**config.mk**
```make
export PLATFORM = sky130hd
export DESIGN_NAME = debug_poke
export DESIGN_NICKNAME = d
export VERILOG_FILES = /design/src/rtl/debug_poke.sv
export SDC_FILE = /design/constraint.sdc
export NUM_CORES = 1
export LEC_CHECK = 0
export ABC_AREA = 1
export CAP_MARGIN = 20
export CELL_PAD_IN_SITES_DETAIL_PLACEMENT = 1
export CELL_PAD_IN_SITES_GLOBAL_PLACEMENT = 1
export CORE_UTILIZATION = 40
export CTS_CLUSTER_DIAMETER = 100
export DETAILED_ROUTE_END_ITERATION = 10
export PLACE_DENSITY_LB_ADDON = 0.1
export SYNTH_ARGS = -nofsm -noshare
export SYNTH_HDL_FRONTEND = slang
export SYNTH_SLANG_ARGS = --single-unit
```
**constraint.sdc**
```tcl
create_clock -name Clk -period 7.53 [get_ports Clk]
set_clock_uncertainty 0.15 [all_clocks]
set_input_delay 0.753 -clock Clk [delete_from_list [all_inputs] [get_ports Clk]]
set_output_delay 0.753 -clock Clk [all_outputs]
set_load 0.005 [all_outputs]
```
**src/rtl/debug_poke.sv**
```systemverilog
// Debugger poke path: composes a 32-bit value from keyed hex nibbles and
// commits it to a register or data-memory word while the core is halted.

// Per-key conditioning: synchronizer, debouncer and rising-edge pulse.
module debug_poke_key #(
  parameter int unsigned DEBOUNCE_CYCLES = 16
) (
  input  logic Clk,
  input  logic Rst,
  input  logic key,
  output logic pulse
);
  localparam int unsigned CW = $clog2(DEBOUNCE_CYCLES + 1);

  logic          s1, s2, acc, accD;
  logic [CW-1:0] cnt;

  // Two-flop synchronizer for the asynchronous button level.
  always_ff @(posedge Clk or posedge Rst) begin
    if (Rst) begin
      s1 <= 1'b0;
      s2 <= 1'b0;
    end else begin
      s1 <= key;
      s2 <= s1;
    end
  end

  // Accepted level follows the synchronized level only after it has
  // disagreed for DEBOUNCE_CYCLES consecutive cycles.
  always_ff @(posedge Clk or posedge Rst) begin
    if (Rst) begin
      acc <= 1'b0;
      cnt <= '0;
    end else if (s2 != acc) begin
      if (cnt == CW'(DEBOUNCE_CYCLES - 1)) begin
        acc <= s2;
        cnt <= '0;
      end else begin
        cnt <= cnt + CW'(1);
      end
    end else begin
      cnt <= '0;
    end
  end

  // Registered one-cycle pulse on a rising edge of the accepted level.
  always_ff @(posedge Clk or posedge Rst) begin
    if (Rst) begin
      accD  <= 1'b0;
      pulse <= 1'b0;
    end else begin
      accD  <= acc;
      pulse <= acc & ~accD;
    end
  end
endmodule

module debug_poke #(
  parameter int unsigned DEBOUNCE_CYCLES = 16,
  parameter int unsigned ACK_TIMEOUT     = 255
) (
  input  logic        Clk,
  input  logic        Rst,
  input  logic [9:0]  switches,
  input  logic        keyEnter,
  input  logic        keyCommit,
  input  logic        keyClear,
  input  logic        halted,
  input  logic        wrAck,
  output logic        regWrEn,
  output logic [4:0]  regWrAddr,
  output logic        memWrEn,
  output logic [31:0] memWrAddr,
  output logic [31:0] wrData,
  output logic [31:0] entryData,
  output logic [3:0]  nibbleCount,
  output logic        busy,
  output logic        error
);
  localparam int unsigned TW = $clog2(ACK_TIMEOUT + 1);

  typedef enum logic {IDLE, REQ} state_t;

  state_t        state, stateN;
  logic          entP, comP, clrP;
  logic [TW-1:0] toCnt, toN;
  logic          regEnN, memEnN, errN;
  logic [4:0]    regAddrN;
  logic [31:0]   memAddrN, wrDataN, entryN;
  logic [3:0]    cntN;

  debug_poke_key #(.DEBOUNCE_CYCLES(DEBOUNCE_CYCLES)) u_enter (
    .Clk(Clk), .Rst(Rst), .key(keyEnter), .pulse(entP));
  debug_poke_key #(.DEBOUNCE_CYCLES(DEBOUNCE_CYCLES)) u_commit (
    .Clk(Clk), .Rst(Rst), .key(keyCommit), .pulse(comP));
  debug_poke_key #(.DEBOUNCE_CYCLES(DEBOUNCE_CYCLES)) u_clear (
    .Clk(Clk), .Rst(Rst), .key(keyClear), .pulse(clrP));

  assign busy = (state == REQ);

  // State and all registered outputs.
  always_ff @(posedge Clk or posedge Rst) begin
    if (Rst) begin
      state       <= IDLE;
      toCnt       <= '0;
      regWrEn     <= 1'b0;
      memWrEn     <= 1'b0;
      regWrAddr   <= '0;
      memWrAddr   <= '0;
      wrData      <= '0;
      entryData   <= '0;
      nibbleCount <= '0;
      error       <= 1'b0;
    end else begin
      state       <= stateN;
      toCnt       <= toN;
      regWrEn     <= regEnN;
      memWrEn     <= memEnN;
      regWrAddr   <= regAddrN;
      memWrAddr   <= memAddrN;
      wrData      <= wrDataN;
      entryData   <= entryN;
      nibbleCount <= cntN;
      error       <= errN;
    end
  end

  // Next-state logic; clear beats commit beats enter, and keys are ignored in REQ.
  always_comb begin
    stateN   = state;
    toN      = toCnt;
    regEnN   = regWrEn;
    memEnN   = memWrEn;
    regAddrN = regWrAddr;
    memAddrN = memWrAddr;
    wrDataN  = wrData;
    entryN   = entryData;
    cntN     = nibbleCount;
    errN     = error;
    case (state)
      IDLE: begin
        if (clrP) begin
          entryN = '0;
          cntN   = '0;
          errN   = 1'b0;
        end else if (comP) begin
          if (!halted || (!switches[9] && switches[4:0] == 5'd0)) begin
            errN = 1'b1;
          end else begin
            stateN   = REQ;
            toN      = '0;
            wrDataN  = entryData;
            regAddrN = switches[4:0];
            memAddrN = {23'b0, switches[8:0]};
            regEnN   = ~switches[9];
            memEnN   = switches[9];
          end
        end else if (entP) begin
          entryN = {entryData[27:0], switches[3:0]};
          if (nibbleCount != 4'd8) cntN = nibbleCount + 4'd1;
        end
      end
      REQ: begin
        // Ack takes precedence over a simultaneous halt drop.
        if (wrAck) begin
          stateN = IDLE;
          regEnN = 1'b0;
          memEnN = 1'b0;
          cntN   = '0;
          errN   = 1'b0;
        end else if (!halted || toCnt == TW'(ACK_TIMEOUT)) begin
          stateN = IDLE;
          regEnN = 1'b0;
          memEnN = 1'b0;
          errN   = 1'b1;
        end else begin
          toN = toCnt + TW'(1);
        end
      end
      default: stateN = IDLE;
    endcase
  end
endmodule
```
==> impl_metrics.json <==
{
  "ctsResizeCount": 0,
  "netlist_area_um2": 4900,
  "cpMaxStageDelayCell": "buf_4",
  "ios": 126,
  "dr.pass1.iters": 4,
  "ys_seq_area_share_pct": 60.7,
  "chipHeight_um": 113,
  "start_util_pct": 41.0,
  "grt.total_usage_pct": 20.1,
  "hold_violations": 0,
  "crit_fanout": 51,
  "final_common_cell": "dfrtp_1",
  "startpoint_type": "primary input",
  "path_class": "in -> reg",
  "root_buffer": "clkbuf_16",
  "rrSetupSlack_ns": 5.31,
  "fin_crit_ns": 2.76,
  "ant_nets": 0,
  "post-place-ws_ns": 4.40,
  "clk_path_buf_depth": 2,
  "cp.arrival_ns": 2.91,
  "wl_per_cell_um": 15.7,
  "totalPowerFinal_mw": 1.53,
  "postCtsSetupRepairBufs": 0,
  "end_kind": "flip-flop",
  "die-area_um2": 12700,
  "fin_tns_setup_ns": 0,
  "cts_tree": "yes",
  "worstMarginPinSlew_ns": 0.803,
  "rsz0062_at_grt": "false",
  "max_cap_viol_count": 0,
  "peakVddDrop_mv": 0.126,
  "synth_cell_types": 27,
  "fin_crit_sh_pct": 36.7,
  "status": "finished, final reports clean",
  "cts.htree.levels": 4,
  "routabilityCongestion": 0.742,
  "cpMostUsedCell": "nand2_1",
  "area_delta_synth_final_pct": 32.6,
  "totalWireLength_um": 11800,
  "viasPerCell": 4.92,
  "power.leakage_nw": 3.05,
  "fmax_mhz": 362,
  "antenna_found_initial": 0,
  "syn_avg_cell_area_um2": 10.0,
  "path_buf_inv": 3,
  "grt_overflow": 0,
  "cts_num_sinks": 119,
  "yosysWarnings": 0,
  "worstHoldPathType": "reg -> reg",
  "die_w_um": 113,
  "critPathRequiredTime_ns": 7.68,
  "relSlewSlack_pct": 46.5,
  "grt_pass1_vias": 3960,
  "diodes": 0,
  "drc": 0,
  "grt_pass1_wl_um": 20000,
  "clock_latency_ns": 0.41,
  "worst_path_dominant_cell_family": "buffers and inverters",
  "hpwlAfterDp_um": 7950,
  "grt_max_degree": 65,
  "io_buffers": 102,
  "coreArea_um2": 12000,
  "initialDrtViolationCount": 127,
  "path_clk_slew_ns": 0.06,
  "netlist_instances": 489,
  "power_density_nw_per_um2": 235,
  "hold_buffers": 0,
  "finalMaxSlewViolations": 0,
  "std_cell_rows": 40,
  "crit_chain": "clkdlybuf4s50_1 -> nor2_1 -> nand3_1 -> nand4_4 -> buf_4 -> inv_1 -> nand2_1 -> nand2_1",
  "final_layout_size_suffix_gt1_share_pct": 8.26,
  "setup_violations": 0,
  "vias": 3699,
  "cts_buffers": 17,
  "mostFrequentLayoutCells": "dfrtp_1, clkdlybuf4s50_1, nand2_1",
  "slowest_delay_ns": 0.55,
  "synth-seq-cells": 119,
  "layout_setup_ws_ns": 4.77,
  "nets": 615
}
==> state kept, by name, summed over array words and instances, names as in the netlist, 4 cells and up <==
| name | flops |
|---|---|
| wrData | 32 |
| u_clear.cnt | 5 |
| u_enter.cnt | 5 |
| memWrAddr | 5 |
| regWrAddr | 4 |
| nibbleCount | 4 |
| u_commit.cnt | 5 |
| entryData | 32 |
| toCnt | 8 |
==> layout make-up <==
type / count / area [um^2]
inverter: 65 / 246
fill: 1317 / 5460
clock inverter: 15 / 169
timing repair buffer: 106 / 1050
multi-input combinational: 283 / 1450
sequential: 119 / 2980
tap: 147 / 184
clock buffer: 17 / 425
==> worst reg2reg max path, stage by stage (launching register included) <==
cell,delay (ns)
dfrtp_1,0.48
nor2_4,0.25
nand4_4,0.44
buf_4,0.49
inv_1,0.21
nand2_1,0.07
nand2_1,0.06
==> synth_stat cells (all sizes together) <==
master    n  area share, %
nand3b    1           0.15
nor3      3           0.31
inv      65            5.0
nand2    88            6.8
clkbuf    5           0.38
ha        6            1.5
and3      3           0.38
nand4     8            1.3
xnor2     4           0.71
xor2      6            1.1
o21ai    51            5.7
o22ai    32            4.1
a21oi     6           0.61
nand3    26            2.9
dfrtp   119             61
conb      1          0.076
buf      39            6.0
nor2     25            2.1
or2       1           0.13
==> kinds of logic (layout without fill, tap and decap cells) <==
| family | after synthesis | after routing | synth area share (%) |
|---|---|---|---|
| xor gates and xnor gates | 10 | 10 | 1.79 |
| other | 1 | 23 | 0.0765 |
| and+or+nand+nor | 155 | 155 | 14.0 |
| adders and majority gates | 6 | 6 | 1.53 |
| AOI/OAI and AO/OA | 89 | 89 | 10.4 |
| buffers and inverters | 109 | 203 | 11.4 |
| DFF | 119 | 119 | 60.7 |
==> final timing paths <==
path	startpoint	endpoint	cells past startpoint
worst max-delay path	switches[0]	memWrAddr[7]	8
worst min-delay path	u_clear.s1	u_clear.s2	0
worst max register to register	busy	memWrAddr[8]	6
worst min register to register	u_clear.s1	u_clear.s2	0
max in group asynchronous	Rst	wrData[22]	3
min in group asynchronous	Rst	entryData[0]	2
==> metal layers <==
metal	share of wire, %	up-vias	global-route usage (%)	routed length, um
li1	-	1747	-	-
met1	43	1859	25.0	5110
met2	52	81	34.7	6130
met3	3.8	12	5.09	450
met4	1.1	0	6.04	136
met5	0	-	0	0
==> through the flow <==
stage	hold slack, ns	cells	utilization (%)	cell area, um^2
2_1_floorplan	0.181	511	-	4980
3_3_place_gp	0.184	720	49.4	5910
3_5_place_dp	0.192	720	49.4	5910
4_1_cts	0.203	752	54.4	6500
5_1_grt	0.205	752	54.4	6500
6_report	0.199	752	54.4	6500
==> power breakdown <==
group / internal (mW) / leakage [nW] / switching (mW)
clock: 0.494 / 0.283 / 0.306
combinational: 0.0292 / 1.15 / 0.0378
sequential: 0.652 / 1.61 / 0.0102
Power figures use the tool's default switching activity.
==> RTL change, RTL diff (same settings) <==
`ACK_TIMEOUT`: 255 -> 510.
--- a/src/rtl/debug_poke.sv
+++ b/src/rtl/debug_poke.sv
@@ -59,5 +59,5 @@
 module debug_poke #(
   parameter int unsigned DEBOUNCE_CYCLES = 16,
-  parameter int unsigned ACK_TIMEOUT     = 255
+  parameter int unsigned ACK_TIMEOUT     = 510
 ) (
   input  logic        Clk,
Function: same outputs for any inputs over 10 cycles, from zero or initial values and one cycle with Rst high; that may be too few to reach the edited logic, so the function may still have changed.
==> RTL change against the original RTL <==
  * Hold slack gained 0.0025 ns
  * Sequential power is essentially flat
  * Routed wire length grew 8.1%
  * Count of clock-buffer cells in the layout grew 3
  * Maximum frequency grew 3.3%
  * Sequential cell count grew 1
  * Design area grew 1.4%
  * Sequential share of layout area shrank 0.27 points
  * Largest power group unchanged
  * Setup slack gained 0.088 ns
  * Critical path depth is the same
  * Final cell count grew 3.9%
  * Highest routed layer unchanged
  * Area after synthesis grew 1.1%
  * Total power grew 1.6%
==> RTL change: results (changes against the original RTL) <==
## Run status
* completed — run status

## Global routing
* 37.46% — met2 capacity usage during global routing, +2.8 points
* 21580 um — first-pass GRT wire length, +8.1%
* 6.802% — met3 demand-to-capacity share in global routing, +1.7 points
* 88 — pin count of the biggest net entering global routing, +35%
* 22.05% — All-Layer GR Usage, +1.9 points
* 26.74% — routing usage on met1, +1.7 points
* 4207 — via count of the first global-routing pass, +6.2%

## Cells and area
* 7.667% — layout cells sized above 1, -0.60 points
* entryData (32), wrData (32), toCnt (9) — largest registers ranked by flip-flop count
* 0 — Antenna Cells, unchanged
* 62 — layout inverter count without the clock tree, -4.6%
* 1344 — # fillers, +2.1%
* 9.315% — Layout clock area frac, +0.17 points
* 20 — clkbuf count, +3
* 625 — layout net count, +1.6%
* 22.46% — fraction of area in multi-input gates, +0.20 points
* 294 — count of multi-input combinational gates, +3.9%
* 45.53% — sequential cell area share, -0.27 points

## Drt
* 12790 um — WL final, +8.1%
* 5342 um — detailed-route wire length on metal 1, +4.5%
* 667 um — metal3 WL, +48%
* 16.37 um — mean routed wirelength per cell, +4.1%
* 3805 — DR vias, +2.9%
* 6617 um — Met2 Wirelength, +8.0%
* 225 — First DRT Iteration DRCs, +77%

## Critical path
* switches[4] — Critical Path Source
* 8 — number of cells on the worst reg-to-reg path, +2
* 5.35 ns — R2R setup slack, +0.04 ns
* memWrAddr[5]$_DFFE_PP0P_ — endpoint of the worst setup timing path
* toCnt[6]$_DFFE_PP0P_ — RR Endpoint
* 0.70 ns — critical path's largest stage delay, +0.15 ns
* 2.81 ns — Crit path arrival time, -0.10 ns
* 87 — top fanout value on the critical path, +71%

## Synth
* sky130_fd_sc_hd__dfrtp_1 (61%), sky130_fd_sc_hd__nand2_1 (7.3%), sky130_fd_sc_hd__inv_1 (4.5%) — cells taking the most area after synthesis
* 25 — count of distinct cell types in the synthesized netlist, -7.4%
* sky130_fd_sc_hd__dfrtp_1 (120), sky130_fd_sc_hd__nand2_1 (96), sky130_fd_sc_hd__inv_1 (60) — cell types with the highest counts after synthesis
* 60.61% — sequential-to-total area share from yosys stat, -0.14 points

## Timing
* 0.9222 ns — worst slew pin tran, +0.1193 ns
* 2.673 ns — min cycle time layout, -0.08751 ns
* 0.2016 ns — Hold WS, +0.002500 ns

## Placed design
* 750 — number of placed cells counting well taps, +4.2%
* 5981 um^2 — placed inst area, +1.2%
* 4.481 ns — placement-stage worst setup slack, +0.07797 ns
* 8332 um — half-perimeter wire length after detailed placement, +4.8%
* 0.7241 — Placer Congestion, -2.4%

## Pwr
* 3.055 nW — Pleak, +0.26%
* 0.0003280 W — Net Sw Power, -7.4%
* 0.1597 mV — Peak VDD IR, +27%

## Floorplan
* 113.3 um — Die Wd, +0.52%

## Hold path
* u_commit.s2$_DFF_PP0_ — capture endpoint of the worst hold path

## Clock network
* 120 — total clock sinks, +0.84%

RTL change: kinds of logic after synthesis:
kind of cell,Yosys count,share of synthesized area [%]
AOI/OAI and AO/OA,92,10.53
other,1,0.07568
and+or+nand+nor,162,14.09
buffers and inverters,107,11.16
xor gates and xnor gates,10,1.768
adders and majority gates,7,1.768
DFF,120,60.61
RTL change: power by group through the flow:
| stage | clock, W | sequential, W | combinational, W |
|---|---|---|---|
| 3_3_place_gp | 0 | 0.000675 | 0.0000581 |
| 5_1_grt | 0.000877 | 0.000665 | 0.0000683 |
| 2_1_floorplan | 0 | 0.000674 | 0.0000373 |
| 3_5_place_dp | 0 | 0.000676 | 0.0000603 |
| 4_1_cts | 0.000844 | 0.000665 | 0.0000616 |
| 6_report | 0.000829 | 0.000664 | 0.0000599 |
